==> config.mk <==
export PLATFORM = sky130hd
export DESIGN_NAME = control_unit
export DESIGN_NICKNAME = d
export VERILOG_FILES = /design/src/rtl/asip_ctrl_pkg.sv /design/src/rtl/hazard_detect.sv /design/src/rtl/control_unit.sv
export SDC_FILE = /design/constraint.sdc
export NUM_CORES = 1
export LEC_CHECK = 0
export ABC_AREA = 0
export BUFFER_PORTS_ARGS = -buffer_cell sky130_fd_sc_hd__buf_2
export CAP_MARGIN = 15
export CORE_UTILIZATION = 30
export DETAILED_ROUTE_END_ITERATION = 10
export PLACE_DENSITY = 0.52
export SLEW_MARGIN = 20
export SYNTH_ARGS = -nofsm -noshare
export SYNTH_HDL_FRONTEND = slang
export SYNTH_SLANG_ARGS = --single-unit
export TNS_END_PERCENT = 30
==> constraint.sdc <==
create_clock -name clock -period 4.1 [get_ports clock]
set_clock_uncertainty 0.05 [all_clocks]
set_input_delay 0.82 -clock clock [delete_from_list [all_inputs] [get_ports clock]]
set_output_delay 0.82 -clock clock [all_outputs]
set_load 0.005 [all_outputs]
==> src/rtl/asip_ctrl_pkg.sv <==
`default_nettype none
// +--------------------------------------------------------------------------+
// | asip_ctrl_pkg                                                            |
// | Shared types and encodings for the RSA-ASIP pipeline control unit.       |
// | Revision: 1.0 - initial release                                          |
// +--------------------------------------------------------------------------+
package asip_ctrl_pkg;

  localparam int C_RW = 5;

  typedef enum logic [2:0] {
    OP_ALU_R  = 3'b000,
    OP_ALU_I  = 3'b001,
    OP_LOAD   = 3'b010,
    OP_STORE  = 3'b011,
    OP_BRANCH = 3'b100,
    OP_HALT   = 3'b101,
    OP_NOP6   = 3'b110,
    OP_NOP7   = 3'b111
  } opcode_t;

  typedef enum logic [1:0] {
    BR_BEQ  = 2'b00,
    BR_BNE  = 2'b01,
    BR_JMP  = 2'b10,
    BR_NONE = 2'b11
  } branch_t;

  typedef enum logic [1:0] {
    ST_IDLE   = 2'b00,
    ST_RUN    = 2'b01,
    ST_DRAIN  = 2'b10,
    ST_HALTED = 2'b11
  } state_t;

  typedef enum logic [1:0] {
    EXT_SIGN   = 2'b00,
    EXT_BRANCH = 2'b01,
    EXT_ZERO   = 2'b10,
    EXT_UNUSED = 2'b11
  } ext_sel_t;

  typedef struct packed {
    logic            valid;
    logic            wr_en;
    logic [C_RW-1:0] rw;
    branch_t         br_type;
  } shadow_t;

  localparam shadow_t C_SHADOW_BUBBLE = '{valid: 1'b0, wr_en: 1'b0, rw: '0, br_type: BR_NONE};

  function automatic logic br_taken(input branch_t br, input logic z);
    case (br)
      BR_BEQ:  return z;
      BR_BNE:  return !z;
      BR_JMP:  return 1'b1;
      default: return 1'b0;
    endcase
  endfunction

endpackage
`default_nettype wire

==> src/rtl/hazard_detect.sv <==
`default_nettype none
// +--------------------------------------------------------------------------+
// | hazard_detect                                                            |
// | RAW check of the ID-stage sources against the in-flight writers.         |
// | Revision: 1.0 - initial release                                          |
// +--------------------------------------------------------------------------+
module hazard_detect
  import asip_ctrl_pkg::*;
#(
  parameter int RW     = C_RW,
  parameter int NSTAGE = 3
) (
  input  logic [RW-1:0]             ra_id,
  input  logic [RW-1:0]             rb_id,
  input  logic                      use_ra,
  input  logic                      use_rb,
  input  logic [NSTAGE-1:0]         wr_valid,
  input  logic [NSTAGE-1:0][RW-1:0] wr_rw,
  output logic                      hazard
);

  logic              w_ra_live;
  logic              w_rb_live;
  logic [NSTAGE-1:0] w_hit;

  // r0 reads as constant zero, so it can never depend on a writer
  assign w_ra_live = use_ra && (ra_id != '0);
  assign w_rb_live = use_rb && (rb_id != '0);

  generate
    for (genvar g = 0; g < NSTAGE; g++) begin : g_stage
      assign w_hit[g] = wr_valid[g] &&
                        ((w_ra_live && (ra_id == wr_rw[g])) ||
                         (w_rb_live && (rb_id == wr_rw[g])));
    end
  endgenerate

  assign hazard = |w_hit;

endmodule
`default_nettype wire

==> src/rtl/control_unit.sv <==
`default_nettype none
// +--------------------------------------------------------------------------+
// | control_unit                                                             |
// | ID-stage decode, shadow writer pipe, RAW stall, branch flush and halt.   |
// | Revision: 1.0 - initial release                                          |
// +--------------------------------------------------------------------------+
module control_unit
  import asip_ctrl_pkg::*;
#(
  parameter int RW    = C_RW,
  parameter int DRAIN = 3
) (
  input  logic          clock,
  input  logic          reset,
  input  logic          run_en,
  input  logic [2:0]    opcode,
  input  logic [1:0]    func,
  input  logic [RW-1:0] ra_id,
  input  logic [RW-1:0] rb_id,
  input  logic [RW-1:0] rw_id,
  input  logic          z_ex,
  output logic [1:0]    branch,
  output logic [1:0]    ext_selector,
  output logic          rb_selector,
  output logic          wr_en_id,
  output logic          opb_sel_id,
  output logic          alu_func_id,
  output logic          wd_sel_id,
  output logic          wm_en_id,
  output logic          stall,
  output logic          flush,
  output logic          halted
);

  localparam int C_CNT_W = (DRAIN > 1) ? $clog2(DRAIN) : 1;

  state_t               r_state;
  state_t               w_state_nxt;
  logic [C_CNT_W-1:0]   r_cnt;
  logic [C_CNT_W-1:0]   w_cnt_nxt;
  shadow_t              r_ex;
  shadow_t              r_mem;
  shadow_t              r_wb;
  shadow_t              w_id_entry;
  shadow_t              w_ex_nxt;
  logic                 r_flush_q;

  opcode_t              w_op;
  logic                 w_dec_wr;
  logic                 w_dec_opb;
  logic                 w_dec_alu;
  logic                 w_dec_wd;
  logic                 w_dec_wm;
  logic                 w_dec_rbs;
  ext_sel_t             w_dec_ext;
  branch_t              w_dec_br;
  logic                 w_use_ra;
  logic                 w_use_rb;
  logic                 w_is_halt;

  logic                 w_run;
  logic                 w_taken;
  logic                 w_squash;
  logic                 w_hazard;
  logic                 w_issue;
  logic                 w_unused;

  assign w_op = opcode_t'(opcode);

  always_comb begin
    w_dec_wr  = 1'b0;
    w_dec_opb = 1'b0;
    w_dec_alu = 1'b0;
    w_dec_wd  = 1'b0;
    w_dec_wm  = 1'b0;
    w_dec_rbs = 1'b0;
    w_dec_ext = EXT_SIGN;
    w_dec_br  = BR_NONE;
    w_use_ra  = 1'b0;
    w_use_rb  = 1'b0;
    w_is_halt = 1'b0;
    case (w_op)
      OP_ALU_R: begin
        w_dec_wr  = 1'b1;
        w_dec_alu = func[0];
        w_use_ra  = 1'b1;
        w_use_rb  = 1'b1;
      end
      OP_ALU_I: begin
        w_dec_wr  = 1'b1;
        w_dec_opb = 1'b1;
        w_dec_alu = func[0];
        w_use_ra  = 1'b1;
      end
      OP_LOAD: begin
        w_dec_wr  = 1'b1;
        w_dec_opb = 1'b1;
        w_dec_wd  = 1'b1;
        w_use_ra  = 1'b1;
      end
      OP_STORE: begin
        w_dec_wm  = 1'b1;
        w_dec_rbs = 1'b1;
        w_dec_opb = 1'b1;
        w_use_ra  = 1'b1;
        w_use_rb  = 1'b1;
      end
      OP_BRANCH: begin
        if (branch_t'(func) != BR_NONE) begin
          w_dec_rbs = 1'b1;
          w_dec_alu = 1'b1;
          w_dec_ext = EXT_BRANCH;
          w_dec_br  = branch_t'(func);
          w_use_ra  = (branch_t'(func) != BR_JMP);
          w_use_rb  = (branch_t'(func) != BR_JMP);
        end
      end
      OP_HALT: w_is_halt = 1'b1;
      default: ;
    endcase
  end

  hazard_detect #(
    .RW     (RW),
    .NSTAGE (3)
  ) u_hazard (
    .ra_id    (ra_id),
    .rb_id    (rb_id),
    .use_ra   (w_use_ra),
    .use_rb   (w_use_rb),
    .wr_valid ({r_wb.valid & r_wb.wr_en, r_mem.valid & r_mem.wr_en, r_ex.valid & r_ex.wr_en}),
    .wr_rw    ({r_wb.rw, r_mem.rw, r_ex.rw}),
    .hazard   (w_hazard)
  );

  // The taken branch's flush cycle and the following one are both wrong-path slots
  assign w_run    = (r_state == ST_RUN);
  assign w_taken  = r_ex.valid && br_taken(r_ex.br_type, z_ex);
  assign w_squash = w_taken || r_flush_q;
  assign w_issue  = w_run && !w_squash && !w_hazard;

  assign stall  = !w_run || (w_hazard && !w_squash);
  assign flush  = w_taken;
  assign halted = (r_state == ST_HALTED);
  assign branch = r_ex.br_type;

  assign wr_en_id     = w_dec_wr  && w_issue;
  assign opb_sel_id   = w_dec_opb && w_issue;
  assign alu_func_id  = w_dec_alu && w_issue;
  assign wd_sel_id    = w_dec_wd  && w_issue;
  assign wm_en_id     = w_dec_wm  && w_issue;
  assign ext_selector = w_issue ? w_dec_ext : EXT_SIGN;
  // rb_selector feeds the rb_id mux that the hazard check reads, so it must not depend on stall
  assign rb_selector  = w_dec_rbs && w_run && !w_squash;

  assign w_id_entry = '{valid: 1'b1, wr_en: w_dec_wr, rw: rw_id, br_type: w_dec_br};
  assign w_ex_nxt   = w_issue ? w_id_entry : C_SHADOW_BUBBLE;

  always_comb begin
    w_state_nxt = r_state;
    w_cnt_nxt   = r_cnt;
    case (r_state)
      ST_IDLE: begin
        if (run_en) w_state_nxt = ST_RUN;
      end
      ST_RUN: begin
        if (!run_en) begin
          w_state_nxt = ST_IDLE;
        end else if (w_issue && w_is_halt) begin
          w_state_nxt = ST_DRAIN;
          w_cnt_nxt   = C_CNT_W'(DRAIN - 1);
        end
      end
      ST_DRAIN: begin
        if (r_cnt == '0) w_state_nxt = ST_HALTED;
        else             w_cnt_nxt   = r_cnt - C_CNT_W'(1);
      end
      ST_HALTED: w_state_nxt = ST_HALTED;
      default:   w_state_nxt = ST_IDLE;
    endcase
  end

  always_ff @(posedge clock or negedge reset) begin
    if (!reset) begin
      r_state   <= ST_IDLE;
      r_cnt     <= '0;
      r_ex      <= C_SHADOW_BUBBLE;
      r_mem     <= C_SHADOW_BUBBLE;
      r_wb      <= C_SHADOW_BUBBLE;
      r_flush_q <= 1'b0;
    end else begin
      r_state   <= w_state_nxt;
      r_cnt     <= w_cnt_nxt;
      r_ex      <= w_ex_nxt;
      r_mem     <= r_ex;
      r_wb      <= r_mem;
      r_flush_q <= w_taken;
    end
  end

  assign w_unused = ^{r_mem.br_type, r_wb.br_type};

endmodule
`default_nettype wire

==> impl_summary.txt, run 1 <==
----------------------------------------------------
[Setup path]
  Required time worst endpoint ... 3.23 ns
  Crit path launch type ... input pin
  Biggest fanout along the worst timing path ... 10
  Kind of capture point of the worst setup path ... output pin
  Data arrival time of the critical path ... 2.64 ns
  Crit Path Class ... in2out

[Power]
  P_sw ... 231.8 uW
  Switching fraction of total power ... 31.59%
  Peak supply drop ... 0.1656 mV
  Internal power consumption ... 501.9 uW
  Leakage component of the power ... 0.8048 nW
  Sequential power share ... 51.2%
  Combinational Power Share ... 28.0%
  Cell area power density ... 415.9 mW/mm^2
  Clock network fraction of design power ... 20.9%

[Drt]
  Met2 wire length ... 1.704 mm
  Total routed wirelength ... 3.335 mm
  Remaining design rule violation count ... 0
  Pre-Repair DR Iteration Count ... 4
  Count of routing violations after the opening detailed-route iteration ... 33
  Met1 layer wirelength in the final routing ... 1.517 mm
  Average routed wire per standard cell ... 13.61 um
  Top routing layer in use ... met4
  Detailed route wirelength on metal3 ... 72 um
  Total via count in the routed design ... 1130
  Post-route ant nets ... 0
  Detailed-route vias per instance ... 4.612

[Floorplanning]
  Area of the die ... 0.005240 sq mm
  Placement row count ... 25
  Die extent in y ... 72.39 um
  Floorplan die width ... 72.39 um
  Top-level port count ... 37
  Placeable core region ... 0.004755 sq mm
  Initial Utilization ... 31.26%

[Clocking]
  CTS H-tree depth ... 1
  Clk root buf ... clkbuf_8
  CTS clock-pin slew for the worst setup and hold paths ... 0.09 ns
  Clock sinks ... 28
  Largest buffer count on any clock path ... 2
  Clock latency on the worst-skew pair ... 0.27 ns
  Hold Buf Count CTS ... 0
  Post-cts sizing count ... 0
  Post-CTS Setup Inserts ... 0
  CTS tree ... done
  Clock buffer count from CTS ... 3

[Status]
  Outcome ... completed

[STA]
  Fmax achieved ... 0.2849 GHz
  Final Hold Vio Count ... 0
  Min Tclk post-route ... 3.510 ns
  Slew at the pin closest to its max-slew limit ... 0.6246 ns
  Headroom to the max-slew limit ... 58.36%
  Summed negative setup slack over all endpoints ... 0 ns
  Final number of max-transition violations ... 0
  Share of the cycle needed by the critical path after routing ... 85.61%
  Least setup slack across all paths after layout ... 0.5899 ns
  Total of endpoints with negative setup slack in the final report ... 0
  Setup repair after global routing missed its margin ... no

[Cells and area]
  Share of final-layout standard cells stronger than drive strength 1 ... 29.78%
  Final-layout fill cell count ... 529
  Antenna diode count ... 0
  Area growth from synthesis to layout ... 18.69%
  Non-filler instance count after layout ... 245
  Highest-count cells in the layout ignoring fill and taps ... buf_2, dfrtp_1, xnor2_1
  Final-stage net count ... 204
  Final core occ ... 37.11%
  Most frequent standard cell in the layout excluding fill and tap cells ... buf_2

[Placement]
  Setup WS pre-CTS ... 0.5870 ns
  GP Congestion ... 0.8359
  Number of port buffers ... 35
  # placed instances ... 241
  Hpwl dp ... 2.695 mm

[GRT]
  GRT Util Overall ... 13.21%
  Vias in the first global route ... 1122
  GR Overflow Total ... 0
  Wire length of the first global-routing pass ... 5.313 mm
  Initial antenna violation count ... 0
  Maximum number of pins on one net before global-route repair ... 29

[Logic synthesis]
  Number of warnings issued by yosys ... 0
  Predominant post-synthesis flop cell ... dfrtp_1
  Net Count, Synth ... 167
  Post-synth top area share ... 43.77%
  Most area-hungry cell type in the Yosys netlist ... dfrtp_1
  Post-synthesis area per instance ... 10.47 sq um
  Synthesized area ... 0.001486 sq mm
  Seq/Total Area, Yosys ... 47.31%
  Count of mapped cells out of synthesis ... 142
  Ys async rst share ... 100.0%
  Flop and latch count out of synthesis ... 28
  Cell types occupying the most area after synthesis ... dfrtp_1, xnor2_1, xor2_1, dfstp_2, and2_4
  Number of unique standard cell types used by synthesis ... 39
  Count of flip-flops with a built-in enable after synthesis ... 0

[Min path]
  Path class of the lowest-slack min-delay path ... reg2reg

[Run]
  Number of max-cap violations ... 0

----------------------------------------------------
logic make-up (layout without fill, tap and decap cells):
logic type | after synthesis | count (layout) | synth area share (%)
fa+ha+maj | 1 | 1 | 0.8416
mux | 2 | 2 | 1.431
flops | 28 | 28 | 47.31
xor+xnor | 28 | 28 | 16.50
buf+inv | 10 | 46 | 3.788
other cells | 1 | 1 | 0.2523
simple gates | 54 | 54 | 21.30
compound gates | 18 | 18 | 8.586
cell usage after synthesis (2+ instances only):
cell,count
dfrtp_1,26
nand3_1,3
and2_4,5
dfstp_2,2
buf_4,3
xnor2_1,17
or2_2,2
nand2_1,8
nand4_1,6
and3_1,3
or3_1,2
nor4_1,2
xor2_1,11
and2_1,3
a21oi_1,7
o22ai_1,2
inv_1,5
or4_1,2
nor2_1,10
nand2b_1,2
o21ai_0,3
power groups by stage:
stage	combinational (mW)	sequential [mW]	clock (mW)
detailed placement	0.209	0.382	0
floorplan	0.147	0.368	0
global placement	0.199	0.380	0
CTS	0.210	0.376	0.157
finish	0.205	0.375	0.153
global route	0.230	0.384	0.167
registers in the layout (all words and copies together) (netlist names):
signal     cells
branch         2
r_mem          7
r_cnt          2
r_ex           7
r_state        2
r_flush_q      1
r_wb           7
final timing paths:
check                           startpoint         to  slack, ns  depth (start not counted)
min in group asynchronous            reset   r_cnt[0]       0.51                          1
worst min-delay path               r_ex[7]   r_mem[7]       0.34                          0
max in group asynchronous            reset   r_mem[7]       3.09                          1
worst max-delay path              rb_id[1]  wd_sel_id       0.59                          7
worst max register to register     r_ex[6]    r_ex[6]       2.03                          7
worst min register to register     r_ex[7]   r_mem[7]       0.34                          0
final cells by class:
type / instances / area [sq um] / share of cell area (%)
flip-flops and latches: 28 / 703.2 / 39.86
multi-input cells: 104 / 726.9 / 41.21
inverters: 6 / 22.52 / 1.277
repair buffers: 36 / 182.7 / 10.35
well taps: 67 / 83.83 / 4.752
clock buffers: 4 / 45.04 / 2.553
layer usage:
layer	vias to the layer above	global-route usage, %
met1	551	16.71
met4	0	4.793
li1	555	-
met2	20	23.26
met5	-	0
met3	4	1.389
worst max-delay path, cell delays in order:
cell,delay [ns]
buf_2,0.13
or4_1,0.54
o22ai_1,0.26
a31oi_4,0.06
nor3_2,0.41
nor4bb_1,0.26
buf_2,0.16
through the flow:
step / cell area, sq um / power, mW / hold WS [ns]
final: 1764 / 0.7337 / 0.3370
after global routing: 1764 / 0.7803 / 0.3404
after CTS: 1764 / 0.7429 / 0.3346
after detailed placement: 1719 / 0.5905 / 0.3139
after global placement: 1719 / 0.5794 / 0.3228
after floorplan: 1486 / 0.5154 / 0.3040
Power figures use the tool's default switching activity.
==> run 2: changes to the inputs <==
--- a/config.mk
+++ b/config.mk
@@ -14,5 +14,6 @@
 export SLEW_MARGIN = 20
 export SYNTH_ARGS = -nofsm -noshare
 export SYNTH_HDL_FRONTEND = slang
+export SYNTH_HIERARCHICAL = 1
 export SYNTH_SLANG_ARGS = --single-unit
 export TNS_END_PERCENT = 30
==> impl_summary.txt, run 2 <==
----------------------------------------------------
[STA]
  Setup repair after global routing missed its margin ... no (unchanged)
  Final number of max-transition violations ... 0 (unchanged)
  Share of the cycle needed by the critical path after routing ... 94.21% (was 85.61%)
  Min Tclk post-route ... 3.863 ns (was 3.510 ns)
  Summed negative setup slack over all endpoints ... 0 ns (unchanged)
  Fmax achieved ... 0.2589 GHz (was 0.2849 GHz)
  Slew at the pin closest to its max-slew limit ... 0.6366 ns (was 0.6246 ns)
  Headroom to the max-slew limit ... 57.56% (was 58.36%)
  Total of endpoints with negative setup slack in the final report ... 0 (unchanged)
  Final Hold Vio Count ... 0 (unchanged)

[Setup path]
  Crit Path Class ... in2out (unchanged)
  Crit path launch type ... input pin (unchanged)
  Biggest fanout along the worst timing path ... 7 (was 10)
  Required time worst endpoint ... 3.23 ns (about the same)
  CP Capture Point ... wr_en_id (was wd_sel_id)
  Kind of capture point of the worst setup path ... output pin (unchanged)
  Critical path startpoint ... ra_id[1] (was rb_id[1])
  Data arrival time of the critical path ... 2.99 ns (was 2.64 ns)
  Worst reg2reg startpoint ... r_mem[6] (was r_ex[6])
  Capture instance of the worst register-to-register path ... r_state[1] (was r_ex[6])
  Reg-to-reg setup timing slack ... 1.84 ns (was 2.03 ns)
  Length in cells of the worst reg-to-reg path ... 9 (was 7)

[Clocking]
  Clock sinks ... 28 (unchanged)
  CTS clock-pin slew for the worst setup and hold paths ... 0.09 ns (about the same)
  CTS tree ... done (unchanged)
  Clock latency on the worst-skew pair ... 0.27 ns (about the same)
  Clock buffer count from CTS ... 3 (unchanged)
  Clk root buf ... clkbuf_8 (unchanged)
  CTS H-tree depth ... 1 (unchanged)
  Hold Buf Count CTS ... 0 (unchanged)
  Largest buffer count on any clock path ... 2 (unchanged)
  Post-CTS Setup Inserts ... 0 (unchanged)

[GRT]
  GR Overflow Total ... 0 (unchanged)
  Maximum number of pins on one net before global-route repair ... 29 (unchanged)
  Initial antenna violation count ... 0 (unchanged)
  Wire length of the first global-routing pass ... 5.492 mm (was 5.313 mm)
  GRT Util Overall ... 13.32% (was 13.21%)
  Vias in the first global route ... 1153 (was 1122)

[Placement]
  Number of port buffers ... 35 (unchanged)
  GP Congestion ... 0.8731 (was 0.8359)
  Hpwl dp ... 2.603 mm (was 2.695 mm)
  # placed instances ... 242 (was 241)

[Cells and area]
  Most frequent standard cell in the layout excluding fill and tap cells ... buf_2 (unchanged)
  Final-layout fill cell count ... 491 (was 529)
  Area growth from synthesis to layout ... 18.34% (was 18.69%)
  Final-stage net count ... 205 (was 204)
  Share of final-layout standard cells stronger than drive strength 1 ... 27.37% (was 29.78%)
  Registers with the most flip-flops ... r_ex: 7 flops, r_mem: 7 flops, r_wb: 7 flops (unchanged)
  Non-filler instance count after layout ... 246 (was 245)
  Antenna diode count ... 0 (unchanged)
  Highest-count cells in the layout ignoring fill and taps ... buf_2, dfrtp_1, xor2_1 (was buf_2, dfrtp_1, xnor2_1)

[Run]
  Number of max-cap violations ... 0 (unchanged)

[Logic synthesis]
  Flop and latch count out of synthesis ... 28 (unchanged)
  Post-synth top area share ... 42.00% (was 43.77%)
  Cell types occupying the most area after synthesis ... dfrtp_1, xor2_1, xnor2_1, and2_1, dfstp_2 (was dfrtp_1, xnor2_1, xor2_1, dfstp_2, and2_4)
  Count of flip-flops with a built-in enable after synthesis ... 0 (unchanged)
  Predominant post-synthesis flop cell ... dfrtp_1 (unchanged)
  Most area-hungry cell type in the Yosys netlist ... dfrtp_1 (unchanged)
  Number of unique standard cell types used by synthesis ... 47 (was 39)
  Most used standard cells in the synthesized netlist ... dfrtp_1, xor2_1, xnor2_1, and2_1, nor4_1 (was dfrtp_1, xnor2_1, xor2_1, nor2_1, nand2_1)
  Count of mapped cells out of synthesis ... 145 (was 142)
  Seq/Total Area, Yosys ... 45.40% (was 47.31%)
  Post-synthesis area per instance ... 10.68 sq um (was 10.47 sq um)
  Ys async rst share ... 100.0% (unchanged)
  Most common cell in the synthesized netlist ... dfrtp_1 (unchanged)
  Synthesized area ... 0.001549 sq mm (was 0.001486 sq mm)
  Number of warnings issued by yosys ... 6 (was 0)
  Net Count, Synth ... 170 (was 167)

[Drt]
  Pre-Repair DR Iteration Count ... 4 (unchanged)
  Total routed wirelength ... 3.275 mm (was 3.335 mm)
  Remaining design rule violation count ... 0 (unchanged)
  Average routed wire per standard cell ... 13.31 um (was 13.61 um)
  Post-route ant nets ... 0 (unchanged)
  Detailed-route vias per instance ... 4.756 (was 4.612)
  Count of routing violations after the opening detailed-route iteration ... 51 (was 33)
  Total via count in the routed design ... 1170 (was 1130)

[Floorplanning]
  Initial Utilization ... 31.95% (was 31.26%)
  Placeable core region ... 0.004848 sq mm (was 0.004755 sq mm)
  Floorplan die width ... 73.86 um (was 72.39 um)
  Placement row count ... 25 (unchanged)
  Die extent in y ... 73.86 um (was 72.39 um)
  Top-level port count ... 37 (unchanged)
  Area of the die ... 0.005455 sq mm (was 0.005240 sq mm)

[Power]
  Peak supply drop ... 0.1807 mV (was 0.1656 mV)
  Cell area power density ... 493.5 mW/mm^2 (was 415.9 mW/mm^2)
  Leakage component of the power ... 0.8446 nW (was 0.8048 nW)

[Status]
  Outcome ... completed (unchanged)

[Min path]
  Path class of the lowest-slack min-delay path ... reg2reg (unchanged)

----------------------------------------------------
run 2: where the power goes:
group | internal (mW) | switching (mW) | leakage (nW)
Sequential | 0.359 | 0.0825 | 0.362
Combinational | 0.160 | 0.151 | 0.460
Clock | 0.0696 | 0.0823 | 0.0228
run 2: worst min-delay path by stage:
stage              from  endpoint  slack, ns  cells past startpoint
3_5_place_dp   r_mem[7]   r_wb[7]       0.31                      0
6_report       r_mem[7]   r_wb[7]       0.32                      0
5_1_grt        r_mem[8]   r_wb[8]       0.34                      0
2_1_floorplan  r_mem[7]   r_wb[7]       0.30                      0
3_3_place_gp   r_mem[7]   r_wb[7]       0.30                      0
4_1_cts        r_mem[7]   r_wb[7]       0.33                      0
run 2: cell type report:
cell class / instances / area, sq um / area share, %
clock buffers: 4 / 45.04 / 2.457
inverters: 5 / 21.27 / 1.160
multi-input cells: 107 / 804.5 / 43.89
flip-flops and latches: 28 / 703.2 / 38.36
well taps: 67 / 83.83 / 4.573
repair buffers: 35 / 175.2 / 9.556
run 2: timing repair:
| action | CTS | global route |
|---|---|---|
| endpoints found under the hold margin | 0 | 0 |
| endpoints found under the setup margin | 0 | 2 |
| gates resized for setup | 0 | 2 |
run 2: metrics by stage:
| step | utilization (%) | hold WS, ns | setup WS [ns] | power, mW | area (sq um) |
|---|---|---|---|---|---|
| after global routing | 37.81 | 0.3404 | 0.01989 | 0.9738 | 1833 |
| after CTS | 37.57 | 0.3276 | 0.08820 | 0.9149 | 1822 |
| final | 37.81 | 0.3245 | 0.2374 | 0.9046 | 1833 |
| after global placement | 36.65 | 0.3031 | 0.1941 | 0.7457 | 1777 |
| after detailed placement | 36.65 | 0.3064 | 0.09367 | 0.7606 | 1777 |
| after floorplan | - | 0.2961 | 0.6035 | 0.6578 | 1549 |
run 2: worst max-delay path: stages:
cell and delay, ns:
buf_2 0.13, or4_1 0.53, o21ai_1 0.22, nor4_1 0.09, o21ai_1 0.16, o221ai_2 0.17
nor4b_4 0.28, o31ai_4 0.17, nor3b_2 0.25, buf_2 0.16
run 2: logic make-up (layout without fill, tap and decap cells):
| family | Yosys count | in the layout | synth area share [%] |
|---|---|---|---|
| simple gates | 51 | 51 | 21.97 |
| compound gates | 23 | 23 | 10.58 |
| other cells | 1 | 1 | 0.2421 |
| flops | 28 | 28 | 45.40 |
| buf+inv | 10 | 44 | 3.392 |
| mux | 1 | 1 | 0.6462 |
| fa+ha+maj | 1 | 1 | 0.8076 |
| xor+xnor | 30 | 30 | 16.96 |
run 2: routing by layer:
metal | wire length, um | GRT usage [%]
met5 | 0 | 0
met4 | 80 | 7.265
met3 | 138 | 1.920
met2 | 1609 | 21.81
met1 | 1446 | 16.84
